<file path="src/rtl/retire_trace_tx.sv">
// retire_trace_tx: buffers retire events in a small FIFO and serializes each
// one as a 3-5 word trace record on a registered 16-bit valid/ready stream.
module retire_trace_tx #(
    parameter int DEPTH  = 8,
    parameter int DROP_W = 8
) (
    input  logic              clk,
    input  logic              rst,
    input  logic              retire_valid,
    input  logic [15:0]       pc,
    input  logic              reg_write,
    input  logic [3:0]        write_reg,
    input  logic [15:0]       write_data,
    input  logic              mem_read,
    input  logic              mem_write,
    input  logic [15:0]       mem_addr,
    input  logic [15:0]       mem_data,
    input  logic              hlt,
    output logic              out_valid,
    input  logic              out_ready,
    output logic [15:0]       out_data,
    output logic              out_last,
    output logic              overflow,
    output logic [DROP_W-1:0] drop_cnt,
    output logic              done,
    output logic              fifo_empty
);
    localparam int AW = $clog2(DEPTH);

    typedef enum logic [2:0] {IDLE, HDR, INUM, PC, VAL, ADDR} stateT;

    typedef struct packed {
        logic [1:0]  kind;
        logic        halt;
        logic [3:0]  wreg;
        logic [15:0] inum;
        logic [15:0] pc;
        logic [15:0] value;
        logic [15:0] addr;
    } entryT;

    function automatic logic [15:0] hdrWord(input entryT e);
        return {e.kind, e.halt, e.wreg, 9'd0};
    endfunction

    entryT       mem [DEPTH];
    entryT       head, newEntry;
    logic [15:0] nextHdr;
    logic [1:0]  newKind;
    logic [AW:0] wrPtr, rdPtr, count;
    logic [15:0] inumCnt;
    logic        captureEn, haltDropped;
    logic        capture, full, push, drop, pop, hs, more;
    stateT       state, stateNext;
    logic [15:0] dataNext;
    logic        lastNext, validNext;

    assign newKind  = hlt ? 2'd0 : mem_write ? 2'd3 : (mem_read && reg_write) ? 2'd2 : reg_write ? 2'd1 : 2'd0;
    assign newEntry = {newKind, hlt, (newKind == 2'd1 || newKind == 2'd2) ? write_reg : 4'd0,
                       inumCnt, pc, newKind == 2'd3 ? mem_data : write_data, mem_addr};

    assign count      = wrPtr - rdPtr;
    assign full       = count == (AW+1)'(DEPTH);
    assign fifo_empty = count == '0;
    assign more       = count > (AW+1)'(1);
    assign capture    = retire_valid && captureEn;
    assign push       = capture && !full;
    // a full FIFO drops the event even if the head pops on the same edge
    assign drop       = capture && full;
    assign hs         = out_valid && out_ready;
    assign head       = mem[rdPtr[AW-1:0]];
    assign nextHdr    = hdrWord(mem[rdPtr[AW-1:0] + AW'(1)]);

    always_ff @(posedge clk)
        if (push) mem[wrPtr[AW-1:0]] <= newEntry;

    always_ff @(posedge clk or posedge rst) begin
        if (rst) begin
            wrPtr       <= '0;
            rdPtr       <= '0;
            inumCnt     <= '0;
            captureEn   <= 1'b1;
            haltDropped <= 1'b0;
            overflow    <= 1'b0;
            drop_cnt    <= '0;
            done        <= 1'b0;
        end else begin
            if (push) wrPtr <= wrPtr + (AW+1)'(1);
            if (pop) rdPtr <= rdPtr + (AW+1)'(1);
            if (capture) inumCnt <= inumCnt + 16'd1;
            if (capture && hlt) captureEn <= 1'b0;
            if (drop) begin
                overflow    <= 1'b1;
                haltDropped <= haltDropped | hlt;
                if (drop_cnt != '1) drop_cnt <= drop_cnt + DROP_W'(1);
            end
            if ((pop && head.halt) || (haltDropped && fifo_empty)) done <= 1'b1;
        end
    end

    always_ff @(posedge clk or posedge rst) begin
        if (rst) begin
            state     <= IDLE;
            out_valid <= 1'b0;
            out_data  <= '0;
            out_last  <= 1'b0;
        end else begin
            state     <= stateNext;
            out_valid <= validNext;
            out_data  <= dataNext;
            out_last  <= lastNext;
        end
    end

    // state names the word currently presented on out_data
    always_comb begin
        stateNext = state;
        validNext = out_valid;
        dataNext  = out_data;
        lastNext  = out_last;
        pop       = 1'b0;
        if (state == IDLE) begin
            if (!fifo_empty) begin
                stateNext = HDR;
                validNext = 1'b1;
                dataNext  = hdrWord(head);
                lastNext  = 1'b0;
            end
        end else if (hs && out_last) begin
            pop       = 1'b1;
            stateNext = more ? HDR : IDLE;
            validNext = more;
            dataNext  = more ? nextHdr : 16'd0;
            lastNext  = 1'b0;
        end else if (hs) begin
            case (state)
                HDR: begin
                    stateNext = INUM;
                    dataNext  = head.inum;
                    lastNext  = 1'b0;
                end
                INUM: begin
                    stateNext = PC;
                    dataNext  = head.pc;
                    lastNext  = head.kind == 2'd0;
                end
                PC: begin
                    stateNext = VAL;
                    dataNext  = head.value;
                    lastNext  = head.kind == 2'd1;
                end
                default: begin
                    stateNext = ADDR;
                    dataNext  = head.addr;
                    lastNext  = 1'b1;
                end
            endcase
        end
    end
endmodule

</file>
<file path="config.mk">
export PLATFORM = sky130hd
export DESIGN_NAME = retire_trace_tx
export DESIGN_NICKNAME = d
export VERILOG_FILES = /design/src/rtl/retire_trace_tx.sv
export SDC_FILE = /design/constraint.sdc
export NUM_CORES = 1
export LEC_CHECK = 0
export CAP_MARGIN = 20
export CORE_MARGIN = 5
export CORE_UTILIZATION = 45
export CTS_BUF_LIST = sky130_fd_sc_hd__clkbuf_8
export DETAILED_ROUTE_END_ITERATION = 8
export GPL_TIMING_DRIVEN = 0
export PLACE_DENSITY = 0.64
export SYNTH_ARGS = -nofsm -noshare
export SYNTH_HDL_FRONTEND = slang
export SYNTH_SLANG_ARGS = --single-unit
</file>
<file path="constraint.sdc">
create_clock -name clk -period 27.2 [get_ports clk]
set_input_delay 5.44 -clock clk [delete_from_list [all_inputs] [get_ports clk]]
set_output_delay 5.44 -clock clk [all_outputs]
set_load 0.02 [all_outputs]
</file>
; Yosys cells after proc, flatten, opt, wreduce, memory -nomap -nowiden
; Memories as Yosys holds them, arrays and structs flattened.
; Cells that the tools add are included.
; W data, S select, Z words.
[op_classes]
n_reduce_logical = 20
n_eq_ne = 10
add_sub_neg = 6
bitwise = 1
n_lt_le_gt_ge = 1
n_mux = 30
[ops]
columns = cell, count
row1 = $mux W16, 6
row2 = $pmux W16 S3, 1
row3 = $add A16 B1 Y16 const B, 1
row4 = $mux W1, 13
row5 = $mux W3, 4
row6 = $logic_and A1 B1 Y1, 9
row7 = $pmux W3 S3, 1
row8 = $add A4 B1 Y4 const B, 2
row9 = $add A8 B1 Y8 const B, 1
row10 = $ne A8 B8 Y1 const B, 1
row11 = $eq A3 B2 Y1 const B, 2
row12 = $mux W2, 3
row13 = $reduce_and A2 Y1, 3
row14 = $eq A2 B1 Y1 const B, 2
row15 = $eq A2 B2 Y1 const B, 2
row16 = $eq A4 B4 Y1 const B, 1
row17 = $gt A4 B1 Y1 const B, 1
row18 = $logic_not A4 Y1, 1
row19 = $mux W4, 1
row20 = $sub A4 B4 Y4, 1
row21 = $add A3 B1 Y3 const B, 1
row22 = $eq A3 B1 Y1 const B, 1
row23 = $logic_not A3 Y1, 1
row24 = $pmux W1 S3, 1
row25 = 7 further kinds, 8
[totals]
ramBits = 568
elab_cells = 81
reg_bits = 57
out_inout_bits = 29
mem_count = 1
in_bits = 76
[mem_list]
columns = name, words, word_bits, read_ports, rd_ports_with_merged_regs, wr, line_no
row1 = mem, 8, 71, 2, 0, 1, 46  ; entryT mem [DEPTH];

; Logic depth before layout (Yosys ltp)
; Gate-level depths: netlist of run 1.
[depth]
depth_word = 7
ltp_mapped = 10

; Worst setup path before layout of run 1
; OpenSTA, ideal clock, no wires.
[synth_timing]
path_kind = input to register
startpoint = input retire_valid
endpoint = memory mem[4][0] (netlist name) (enable)
path_stages = 4
path_slack_ns = 13.248
required_time_ns = 26.499
arrival_ns = 13.251
path_cell_list = and2_1 clkbuf_1 o21ai_0 nor4b_1
[synth_between]
elab_chain_len = 4
[synth_rtl]
columns = item, line_no
row1 = "start, declared", 9  ; input logic retire_valid,
row2 = $logic_and A1 B1 Y1, 66  ; assign capture = retire_valid && captureEn;
row3 = $logic_and A1 B1 Y1, 67  ; assign push = capture && !full;
row4 = $mux W1, 75  ; if (push) mem[wrPtr[AW-1:0]] <= newEntry;
row5 = $mux W1 (implied by the code), 75
row6 = "end, declared", 46
; No other way between the ends.

; Final worst setup path of run 1
[layout_timing]
startpoint = register rdPtr[1]
endpoint = output fifo_empty
[layout_between]
elab_chain_len = 2
[layout_rtl]
columns = item, line_no
row1 = "start, declared", 50  ; logic [AW:0] wrPtr, rdPtr, count;
row2 = "start signal, assigned", 89  ; if (pop) rdPtr <= rdPtr + (AW+1)'(1);
row3 = $sub A4 B4 Y4, 62  ; assign count = wrPtr - rdPtr;
row4 = $logic_not A4 Y1, 64  ; assign fifo_empty = count == '0;
row5 = "end, declared", 26  ; output logic fifo_empty
; No other way between the ends.

==> results.yml, run 1 <==
timing:
  min_period_over_period: 0.3489
  timing_max_transition_violations_final: 0
  setup-tns-final_ns: 0
  setup_repair_after_global_routing_missed_its_margin: "no"
  finalWorstPathRequiredPeriod_ns: 9.491
  finalSetupViolations: 0
  slew_headroom: 0.2317
  fin_worst_skew_ns: 0.03081
  tightest_slew_ns: 1.153
  achievable-frequency_mhz: 105.4
  hold_violations_final: 0
clocking:
  post_cts.repair.setup_buffers: 0
  cts-buffers-inserted: 99
  htree_levels: 3
  cts-root-to-sink-buffers: 3
  cts.repair.resized: 0
  cts_tree: "done"
  clk_latency_ns: 0.69
  worst_setup_hold_path_clk_slew_ns: 0.06
  cts_hold_buf: 0
  clk_root_buffer_cell: "sky130_fd_sc_hd__clkbuf_8"
  clock-sinks: 625
finish:
  area_growth_pct: 19.43
  number_of_filler_instances_in_the_final_layout: 4253
  final_nets: 1606
  final_design_area_no_fill_um2: 29970
  layout-drive-gt1-share: 0.2943
die:
  design.die.area_um2: 60580
  start_util: 0.4545
  die_h_um: 246.1
  floorplan.die.width_um: 246.1
  std_cell_rows: 86
  design.portCount: 105
  core_um2: 55200
power:
  post-layout-total-power_mw: 2.676
  ir_worst_vdd_mv: 0.04675
  cellLeakagePower_nw: 10.39
  power.density_nw_per_um2: 89.30
synthesis:
  syn-mean-instance-area_um2: 20.28
  synthDistinctLibCells: 64
  synth_sequential_area_ratio: 0.7367
  synth_edf_count: 568
  postSynth.asyncResetShare: 0.09120
  synth_top_flop_cell: "sky130_fd_sc_hd__edfxtp_1"
  synthesis.area_um2: 25090
  synthesis.yosys.warnings: 0
  synthesis.instances: 1237
  post_synthesis_net_count: 1321
  number_of_register_bits_inferred_by_synthesis: 625
setup_path:
  worst_r2r_path_depth: 13
  timing.rr.start: "rdPtr[2]$_DFFE_PP0P_"
  critical_path_arrival_ns: 4.05
  ff2ff_setup_slack_ns: 22.50
  crit_path_max_fanout: 10
  startpoint_type: "flip-flop"
  worst_setup_path_type: "flip-flop to output pin"
  r2r_end: "mem[4][20]$_DFFE_PP_"
  end_kind: "output pin"
  worst_setup_path_startpoint: "rdPtr[1]$_DFFE_PP0P_"
  worst-endpoint-required_ns: 21.76
routing:
  avg_wl_per_cell_um: 25.78
  detailroute.via_count: 13380
  drt_drc_violations_left: 0
  detail_route.vias_per_cell: 5.675
  drt_pass1_iterations: 5
  drt_iter0_markers: 1341
  ant_nets: 0
  drt_wl_total_mm: 60.77
flow_run:
  max_cap_viol_count: 0
global_routing:
  antenna_found_initial: 2
  number_of_global_route_vias_before_repair: 13570
  maximum_number_of_pins_on_one_net_before_global_route_repair: 39
  global_route.usage.total: 0.2012
  global_route.overflow_total: 0
  grt_first_pass_wirelength_mm: 89.47
placed_design:
  hpwl_mm: 41.77
  port_buffers: 104
  gp_congestion: 0.8814
  dpl_cell_area_um2: 27910
hold_path:
  count_of_cells_along_the_worst_hold_path: 1
  worstHoldEndpoint: "haltDropped$_DFFE_PP0P_"
  min_path_type: "flip-flop to flip-flop"
  worst_hold_startpoint: "haltDropped$_DFFE_PP0P_"
run_status:
  outcome: "completed"
## per-layer routing
layer | GRT usage | wire length (um)
met1 | 0.2880 | 25750
met3 | 0.04535 | 4886
met2 | 0.3152 | 28850
met5 | 0 | 0
met4 | 0.05842 | 1287
## through the flow
step / hold slack (ns) / std cells / worst slack (ns) / utilization
floorplan: 0.4282 / 1237 / 13.25 / -
global placement: 0.4408 / 2089 / 4.143 / 0.4903
detailed placement: 0.4487 / 2169 / 18.30 / 0.5055
CTS: 0.4607 / 2355 / 17.67 / 0.5427
global route: 0.4788 / 2356 / 17.46 / 0.5428
finish: 0.4662 / 2357 / 17.71 / 0.5428
## logic make-up after synthesis
kind of cell / Yosys count / share of synthesized area
AOI/OAI and AO/OA: 111 / 0.03067
buffers and inverters: 70 / 0.01631
DFF: 625 / 0.7367
xor gates and xnor gates: 32 / 0.01192
and+or+nand+nor: 166 / 0.03292
muxes: 225 / 0.1672
adders and majority gates: 8 / 0.004289
## how the worst max path moves through the flow
stage	to	slack (ns)	cells after the start
finish	fifo_empty	17.71	10
detailed placement	mem[5][24]$_DFFE_PP_	18.30	6
global route	fifo_empty	17.46	10
floorplan	mem[4][0]$_DFFE_PP_	13.25	4
global placement	mem[4][40]$_DFFE_PP_	4.14	5
CTS	fifo_empty	17.67	10
## Yosys cell counts (all sizes together) (17+ instances only)
| library cell | number | area, um2 |
|---|---|---|
| mux2i | 41 | 410.4 |
| nand3 | 23 | 115.1 |
| buf | 51 | 337.8 |
| mux2 | 32 | 360.4 |
| a31oi | 19 | 131.4 |
| edfxtp | 568 | 17060 |
| mux4 | 152 | 3423 |
| dfrtp | 56 | 1401 |
| o22ai | 18 | 112.6 |
| nor2 | 36 | 137.6 |
| nand2 | 48 | 180.2 |
| xnor2 | 17 | 148.9 |
## power breakdown
group	internal, mW	leakage [nW]	switching [mW]
combinational	0.338	3.21	0.456
sequential	1.06	6.00	0.0162
clock	0.437	1.17	0.366
## registers in the layout (all words and copies together), names as in the netlist, 3 cells and up
register  flops
mem         568
inumCnt      16
out_data     16
drop_cnt      8
rdPtr         4
wrPtr         4
state         3
## area by class of cell
class / instances / area, um2 / area share
Antenna cell: 2 / 5.005 / 0.0001670
Sequential cell: 625 / 18480 / 0.6169
Timing Repair Buffer: 184 / 1839 / 0.06138
Multi-Input combinational cell: 542 / 6235 / 0.2081
Clock buffer: 119 / 1638 / 0.05466
Inverter: 10 / 40.04 / 0.001336
Clock inverter: 67 / 416.7 / 0.01390
Tap cell: 748 / 935.9 / 0.03123
Buffer: 60 / 371.6 / 0.01240
## cells in the final DEF (no fill, tap or decap), drive strengths merged, types with 32 or more instances in the layout
cell,n
buf,131
clkbuf,128
clkdlybuf4s50,104
dfrtp,56
edfxtp,568
inv,45
mux2,32
mux2i,41
mux4,152
nand2,48
nor2,36
## worst max-delay path: stages (launching register included)
cell	delay, ns
sky130_fd_sc_hd__dfrtp_1	0.48
sky130_fd_sc_hd__buf_4	0.26
sky130_fd_sc_hd__buf_4	0.28
sky130_fd_sc_hd__buf_4	0.30
sky130_fd_sc_hd__inv_1	0.18
sky130_fd_sc_hd__fa_1	0.43
sky130_fd_sc_hd__xor2_1	0.17
sky130_fd_sc_hd__nor2_1	0.27
sky130_fd_sc_hd__nand2_1	0.15
sky130_fd_sc_hd__a21oi_1	0.20
sky130_fd_sc_hd__clkdlybuf4s50_1	0.65
Note: power is estimated with default switching activity, not from simulation.
==> inputs of run 2 (changes only) <==
==> constraint.sdc (replaced) <==
create_clock -name clk -period 9.6 [get_ports clk]
set_input_delay 1.92 -clock clk [delete_from_list [all_inputs] [get_ports clk]]
set_output_delay 1.92 -clock clk [all_outputs]
set_load 0.02 [all_outputs]
==> run 2 against run 1 <==
  * Count of clock-buffer cells in the layout down 14
  * Final area fell by 0.77%
  * Core utilization down 0.42 points
  * Worst setup slack got worse by 14 ns
  * Register-to-register slack worse by 18 ns
  * First-iteration DRC count increased by 2.7%
  * Combinational power grew to 2.8 times the previous value
  * Critical path depth stayed put
  * Worst hold slack worse by 0.0099 ns
  * Critical path type unchanged
  * Largest cell class unchanged
==> results.yml, run 2 (synthesis results as in run 1) <==
run_status:
  outcome: "completed"
global_routing:
  grtUsageMet2: 0.3044
  groute.layer.met1.usage: 0.3010
  antenna_found_initial: 2
  grtUsageMet3: 0.04502
  grt_busiest_layer: "met2"
  global_route.overflow_total: 0
  maximum_number_of_pins_on_one_net_before_global_route_repair: 42
  grt_first_pass_wirelength_mm: 90.00
  global_route.usage.total: 0.2017
  number_of_global_route_vias_before_repair: 13740
setup_path:
  worst-endpoint-required_ns: 7.68
  endpoint: "fifo_empty"
  worst_r2r_path_depth: 15
  worst_setup_path_type: "flip-flop to output pin"
  startpoint_type: "flip-flop"
  ff2ff_setup_slack_ns: 4.72
  timing.rr.start: "rdPtr[1]$_DFFE_PP0P_"
  critical_path_arrival_ns: 4.13
  worst_setup_path_startpoint: "rdPtr[1]$_DFFE_PP0P_"
  crit_path_max_fanout: 10
  end_kind: "output pin"
  r2r_end: "mem[0][40]$_DFFE_PP_"
die:
  core_um2: 55200
  std_cell_rows: 86
  design.portCount: 105
  design.die.area_um2: 60580
  floorplan.die.width_um: 246.1
  start_util: 0.4545
  die_h_um: 246.1
hold_path:
  worst_hold_startpoint: "haltDropped$_DFFE_PP0P_"
  min_path_type: "flip-flop to flip-flop"
timing:
  finalSetupViolations: 0
  min_period_over_period: 0.6307
  timing_max_transition_violations_final: 0
  finalWorstPathRequiredPeriod_ns: 6.055
  slew_headroom: 0.3032
  setup_repair_after_global_routing_missed_its_margin: "no"
  tightest_slew_ns: 1.031
  fin_worst_skew_ns: 0.03059
  achievable-frequency_mhz: 165.2
  fin_hold_ws_ns: 0.4563
  final_critical_path_setup_slack_ns: 3.545
  hold_violations_final: 0
finish:
  layout.cells.most_common: "sky130_fd_sc_hd__edfxtp_1"
  largest_register_ffs: 568
  final_nets: 1598
  regArea_um2: 18480
  finish.utilization: 0.5387
  mostFrequentLayoutCells: "sky130_fd_sc_hd__edfxtp_1 (568), sky130_fd_sc_hd__mux4_2 (152), sky130_fd_sc_hd__clkbuf_8 (105), sky130_fd_sc_hd__clkdlybuf4s50_1 (104), sky130_fd_sc_hd__dfrtp_1 (56)"
  layout-drive-gt1-share: 0.2799
  number_of_filler_instances_in_the_final_layout: 4295
  multiInputGateArea_um2: 6243
  area_growth_pct: 18.52
  final_design_area_no_fill_um2: 29730
  layoutNonFillerInstCount: 2346
clocking:
  clk_latency_ns: 0.69
  cts.repair.resized: 0
  clock-sinks: 625
  clk_root_buffer_cell: "sky130_fd_sc_hd__clkbuf_8"
  cts_tree: "done"
  htree_levels: 3
  worst_setup_hold_path_clk_slew_ns: 0.06
  cts_hold_buf: 0
  cts-buffers-inserted: 97
  post_cts.repair.setup_buffers: 0
  cts-root-to-sink-buffers: 3
power:
  cellLeakagePower_nw: 10.25
  ir_worst_vdd_mv: 0.1579
  power.density_nw_per_um2: 247.8
flow_run:
  max_cap_viol_count: 0
placed_design:
  place_ws_ns: 3.978
  gp_congestion: 0.8701
  port_buffers: 104
  hpwl_mm: 41.78
  dpl_cell_area_um2: 27910
  post-place-cells: 2163
routing:
  avg_wl_per_cell_um: 25.74
  detailroute.via_count: 13380
  detail_route.vias_per_cell: 5.703
  drt_drc_violations_left: 0
  drt_iter0_markers: 1377
  drt_pass1_iterations: 5
  ant_nets: 0
  drt_wl_total_mm: 60.39
run 2: changes by cell type in the layout (fill, tap and decap cells not counted), sizes merged:
cell	before	now
clkinv	25	34
clkbuf	128	114
clkinvlp	3	2
bufinv	4	1
inv	45	50
buf	131	125
diode	2	1
run 2: per-layer routing:
metal	share of wire	wire length (um)	vias to the layer above
met3	0.070	4201	67
li1	-	-	5727
met5	0.00022	13	-
met4	0.018	1098	2
met2	0.46	28060	478
met1	0.45	27020	7106
run 2: how the worst min path moves through the flow:
| stage | slack, ns | end | cells after the start |
|---|---|---|---|
| after floorplan | 0.43 | haltDropped$_DFFE_PP0P_ | 1 |
| after global routing | 0.48 | haltDropped$_DFFE_PP0P_ | 1 |
| after CTS | 0.46 | haltDropped$_DFFE_PP0P_ | 1 |
| final | 0.46 | haltDropped$_DFFE_PP0P_ | 1 |
| after detailed placement | 0.45 | haltDropped$_DFFE_PP0P_ | 1 |
| after global placement | 0.44 | haltDropped$_DFFE_PP0P_ | 1 |
run 2: where the power goes:
part	internal [mW]	total [mW]	switching (mW)
clock	1.04	2.07	1.02
combinational	0.956	2.24	1.29
sequential	3.01	3.06	0.0460
run 2: layout make-up:
class | count | area share
antenna | 1 | 0.00008416
timing repair buffer | 178 | 0.06186
clock inverter | 77 | 0.01254
clock buffer | 105 | 0.04860
inverter | 10 | 0.001347
multi-input combinational | 542 | 0.2100
tap | 748 | 0.03147
buffer | 60 | 0.01250
sequential | 625 | 0.6216
run 2: through the flow:
| step | setup TNS, ns | power [mW] |
|---|---|---|
| after detailed placement | 0 | 5.361 |
| after floorplan | -32.65 | 4.601 |
| final | 0 | 7.369 |
| after global placement | -2830.43 | 5.338 |
| after CTS | 0 | 7.435 |
| after global routing | 0 | 7.707 |
run 2: worst max-delay path, stage by stage (launching register included):
cell	delay (ns)
sky130_fd_sc_hd__dfrtp_1	0.50
sky130_fd_sc_hd__buf_4	0.27
sky130_fd_sc_hd__buf_4	0.28
sky130_fd_sc_hd__buf_4	0.29
sky130_fd_sc_hd__inv_1	0.18
sky130_fd_sc_hd__fa_1	0.43
sky130_fd_sc_hd__xor2_1	0.17
sky130_fd_sc_hd__nor2_1	0.26
sky130_fd_sc_hd__nand2_1	0.15
sky130_fd_sc_hd__a21oi_1	0.26
sky130_fd_sc_hd__clkdlybuf4s50_1	0.66
==> inputs of run 3 (changes only) <==
--- a/config.mk
+++ b/config.mk
@@ -11,7 +11,7 @@
 export CTS_BUF_LIST = sky130_fd_sc_hd__clkbuf_8
 export DETAILED_ROUTE_END_ITERATION = 8
 export GPL_TIMING_DRIVEN = 0
-export PLACE_DENSITY = 0.64
+export PLACE_DENSITY = 0.66
 export SYNTH_ARGS = -nofsm -noshare
 export SYNTH_HDL_FRONTEND = slang
 export SYNTH_SLANG_ARGS = --single-unit
==> constraint.sdc (replaced) <==
create_clock -name clk -period 5.2 [get_ports clk]
set_input_delay 1.04 -clock clk [delete_from_list [all_inputs] [get_ports clk]]
set_output_delay 1.04 -clock clk [all_outputs]
set_load 0.02 [all_outputs]
==> run 3 against run 2 <==
  * Worst hold slack gained 0.0041 ns
  * Critical path depth shrank 1
  * Non-clock buffer count shrank 23
  * Register-to-register slack lost 4.4 ns
  * Core utilization grew 0.32 points
  * Largest cell class unchanged
  * Largest power group unchanged
==> results.yml, run 3 (synthesis results as in run 1) <==
run_status:
  outcome: "completed"
routing:
  drt_pass1_iterations: 5
  drt_wl_total_mm: 59.98
  avg_wl_per_cell_um: 25.87
  ant_nets: 0
  detailroute.via_count: 13310
  detail_route.vias_per_cell: 5.737
  drt_iter0_markers: 1331
  drt_drc_violations_left: 0
global_routing:
  grt_first_pass_wirelength_mm: 88.89
  number_of_global_route_vias_before_repair: 13520
  global_route.overflow_total: 0
  maximum_number_of_pins_on_one_net_before_global_route_repair: 40
  antenna_found_initial: 3
  global_route.usage.total: 0.1992
hold_path:
  worstHoldEndpoint: "haltDropped$_DFFE_PP0P_"
  worst_hold_startpoint: "haltDropped$_DFFE_PP0P_"
  min_path_type: "flip-flop to flip-flop"
  count_of_cells_along_the_worst_hold_path: 1
die:
  start_util: 0.4545
  floorplan.die.width_um: 246.1
  design.portCount: 105
  die_h_um: 246.1
  core_um2: 55200
  design.die.area_um2: 60580
  std_cell_rows: 86
finish:
  final_nets: 1578
  area_growth_pct: 19.22
  largest_register_ffs: 568
  layout.cells.most_common: "sky130_fd_sc_hd__edfxtp_1"
  layout-drive-gt1-share: 0.2753
  finish.utilization: 0.5419
  mostFrequentLayoutCells: "sky130_fd_sc_hd__edfxtp_1 (568), sky130_fd_sc_hd__mux4_2 (152), sky130_fd_sc_hd__clkbuf_8 (111), sky130_fd_sc_hd__clkdlybuf4s50_1 (104), sky130_fd_sc_hd__dfrtp_1 (56)"
clocking:
  cts_tree: "done"
  post_cts.repair.setup_buffers: 0
  cts-buffers-inserted: 100
  cts_hold_buf: 0
  cts-root-to-sink-buffers: 3
  clk_latency_ns: 0.70
  clk_root_buffer_cell: "sky130_fd_sc_hd__clkbuf_8"
  htree_levels: 3
  cts.repair.resized: 0
  clock-sinks: 625
  worst_setup_hold_path_clk_slew_ns: 0.06
power:
  ir_worst_vdd_mv: 0.3045
  cellLeakagePower_nw: 10.25
  power.density_nw_per_um2: 460.0
  post-layout-total-power_mw: 13.76
setup_path:
  worst_setup_path_type: "flip-flop to output pin"
  worst-endpoint-required_ns: 4.16
  worst_r2r_path_depth: 14
  critical_path_arrival_ns: 3.98
  r2r_end: "mem[4][36]$_DFFE_PP_"
  ff2ff_setup_slack_ns: 0.37
  crit_path_max_fanout: 10
  end_kind: "output pin"
  timing.rr.start: "rdPtr[2]$_DFFE_PP0P_"
  startpoint_type: "flip-flop"
timing:
  timing_max_transition_violations_final: 0
  hold_violations_final: 0
  finalWorstPathRequiredPeriod_ns: 5.022
  min_period_over_period: 0.9658
  final_critical_path_setup_slack_ns: 0.1777
  achievable-frequency_mhz: 199.1
  fin_worst_skew_ns: 0.05169
  fin_hold_ws_ns: 0.4604
  slew_headroom: 0.2150
  tightest_slew_ns: 1.162
  finalSetupViolations: 0
  setup-tns-final_ns: 0
  setup_repair_after_global_routing_missed_its_margin: "no"
placed_design:
  hpwl_mm: 40.63
  port_buffers: 104
  gp_congestion: 0.8474
  place_ws_ns: 0.4378
flow_run:
  max_cap_viol_count: 0
-- run 3: worst max path at each step --
stage / from / endpoint / depth (start not counted)
global placement: rdPtr[2]$_DFFE_PP0P_ / mem[1][37]$_DFFE_PP_ / 9
global route: rdPtr[1]$_DFFE_PP0P_ / fifo_empty / 10
floorplan: rdPtr[1]$_DFFE_PP0P_ / mem[4][0]$_DFFE_PP_ / 10
detailed placement: rdPtr[2]$_DFFE_PP0P_ / mem[4][35]$_DFFE_PP_ / 14
CTS: rdPtr[2]$_DFFE_PP0P_ / fifo_empty / 9
finish: rdPtr[2]$_DFFE_PP0P_ / fifo_empty / 9
-- run 3: layer usage --
| layer | global-route usage | up-vias | part of all wire |
|---|---|---|---|
| met5 | 0 | - | 0.00022 |
| met4 | 0.06268 | 2 | 0.023 |
| met3 | 0.04025 | 85 | 0.080 |
| met2 | 0.3114 | 562 | 0.47 |
| met1 | 0.2865 | 6993 | 0.42 |
| li1 | - | 5663 | - |
-- run 3: stage by stage --
| step | instances | area [um2] |
|---|---|---|
| floorplan | 1237 | 25150 |
| global placement | 2089 | 27120 |
| detailed placement | 2140 | 28010 |
| CTS | 2317 | 29900 |
| global route | 2319 | 29910 |
| finish | 2319 | 29910 |
-- run 3: critical path: stages, from the launching register on --
cell and delay, ns:
sky130_fd_sc_hd__dfrtp_1 0.36, sky130_fd_sc_hd__buf_4 0.18, sky130_fd_sc_hd__inv_2 0.25, sky130_fd_sc_hd__clkbuf_1 0.67, sky130_fd_sc_hd__ha_1 0.43, sky130_fd_sc_hd__xor2_1 0.21, sky130_fd_sc_hd__nor2_2 0.17, sky130_fd_sc_hd__nand2_1 0.13
sky130_fd_sc_hd__a21oi_1 0.21, sky130_fd_sc_hd__clkdlybuf4s50_1 0.65
-- run 3: cell type report --
class	instances	area, um2
fill	4188	25290
sequential	625	18480
multi-input combinational	542	6289
timing repair buffer	155	1889
clock buffer	111	1528
tap	748	935.9
buffer	60	371.6
clock inverter	66	369.1
inverter	10	40.04
antenna	2	5.005
-- run 3: power by group --
group	switching [mW]	internal [mW]	total, mW
registers	0.0866	5.56	5.65
logic	2.36	1.77	4.13
clock network	1.91	2.07	3.98
total	4.36	9.39	13.8
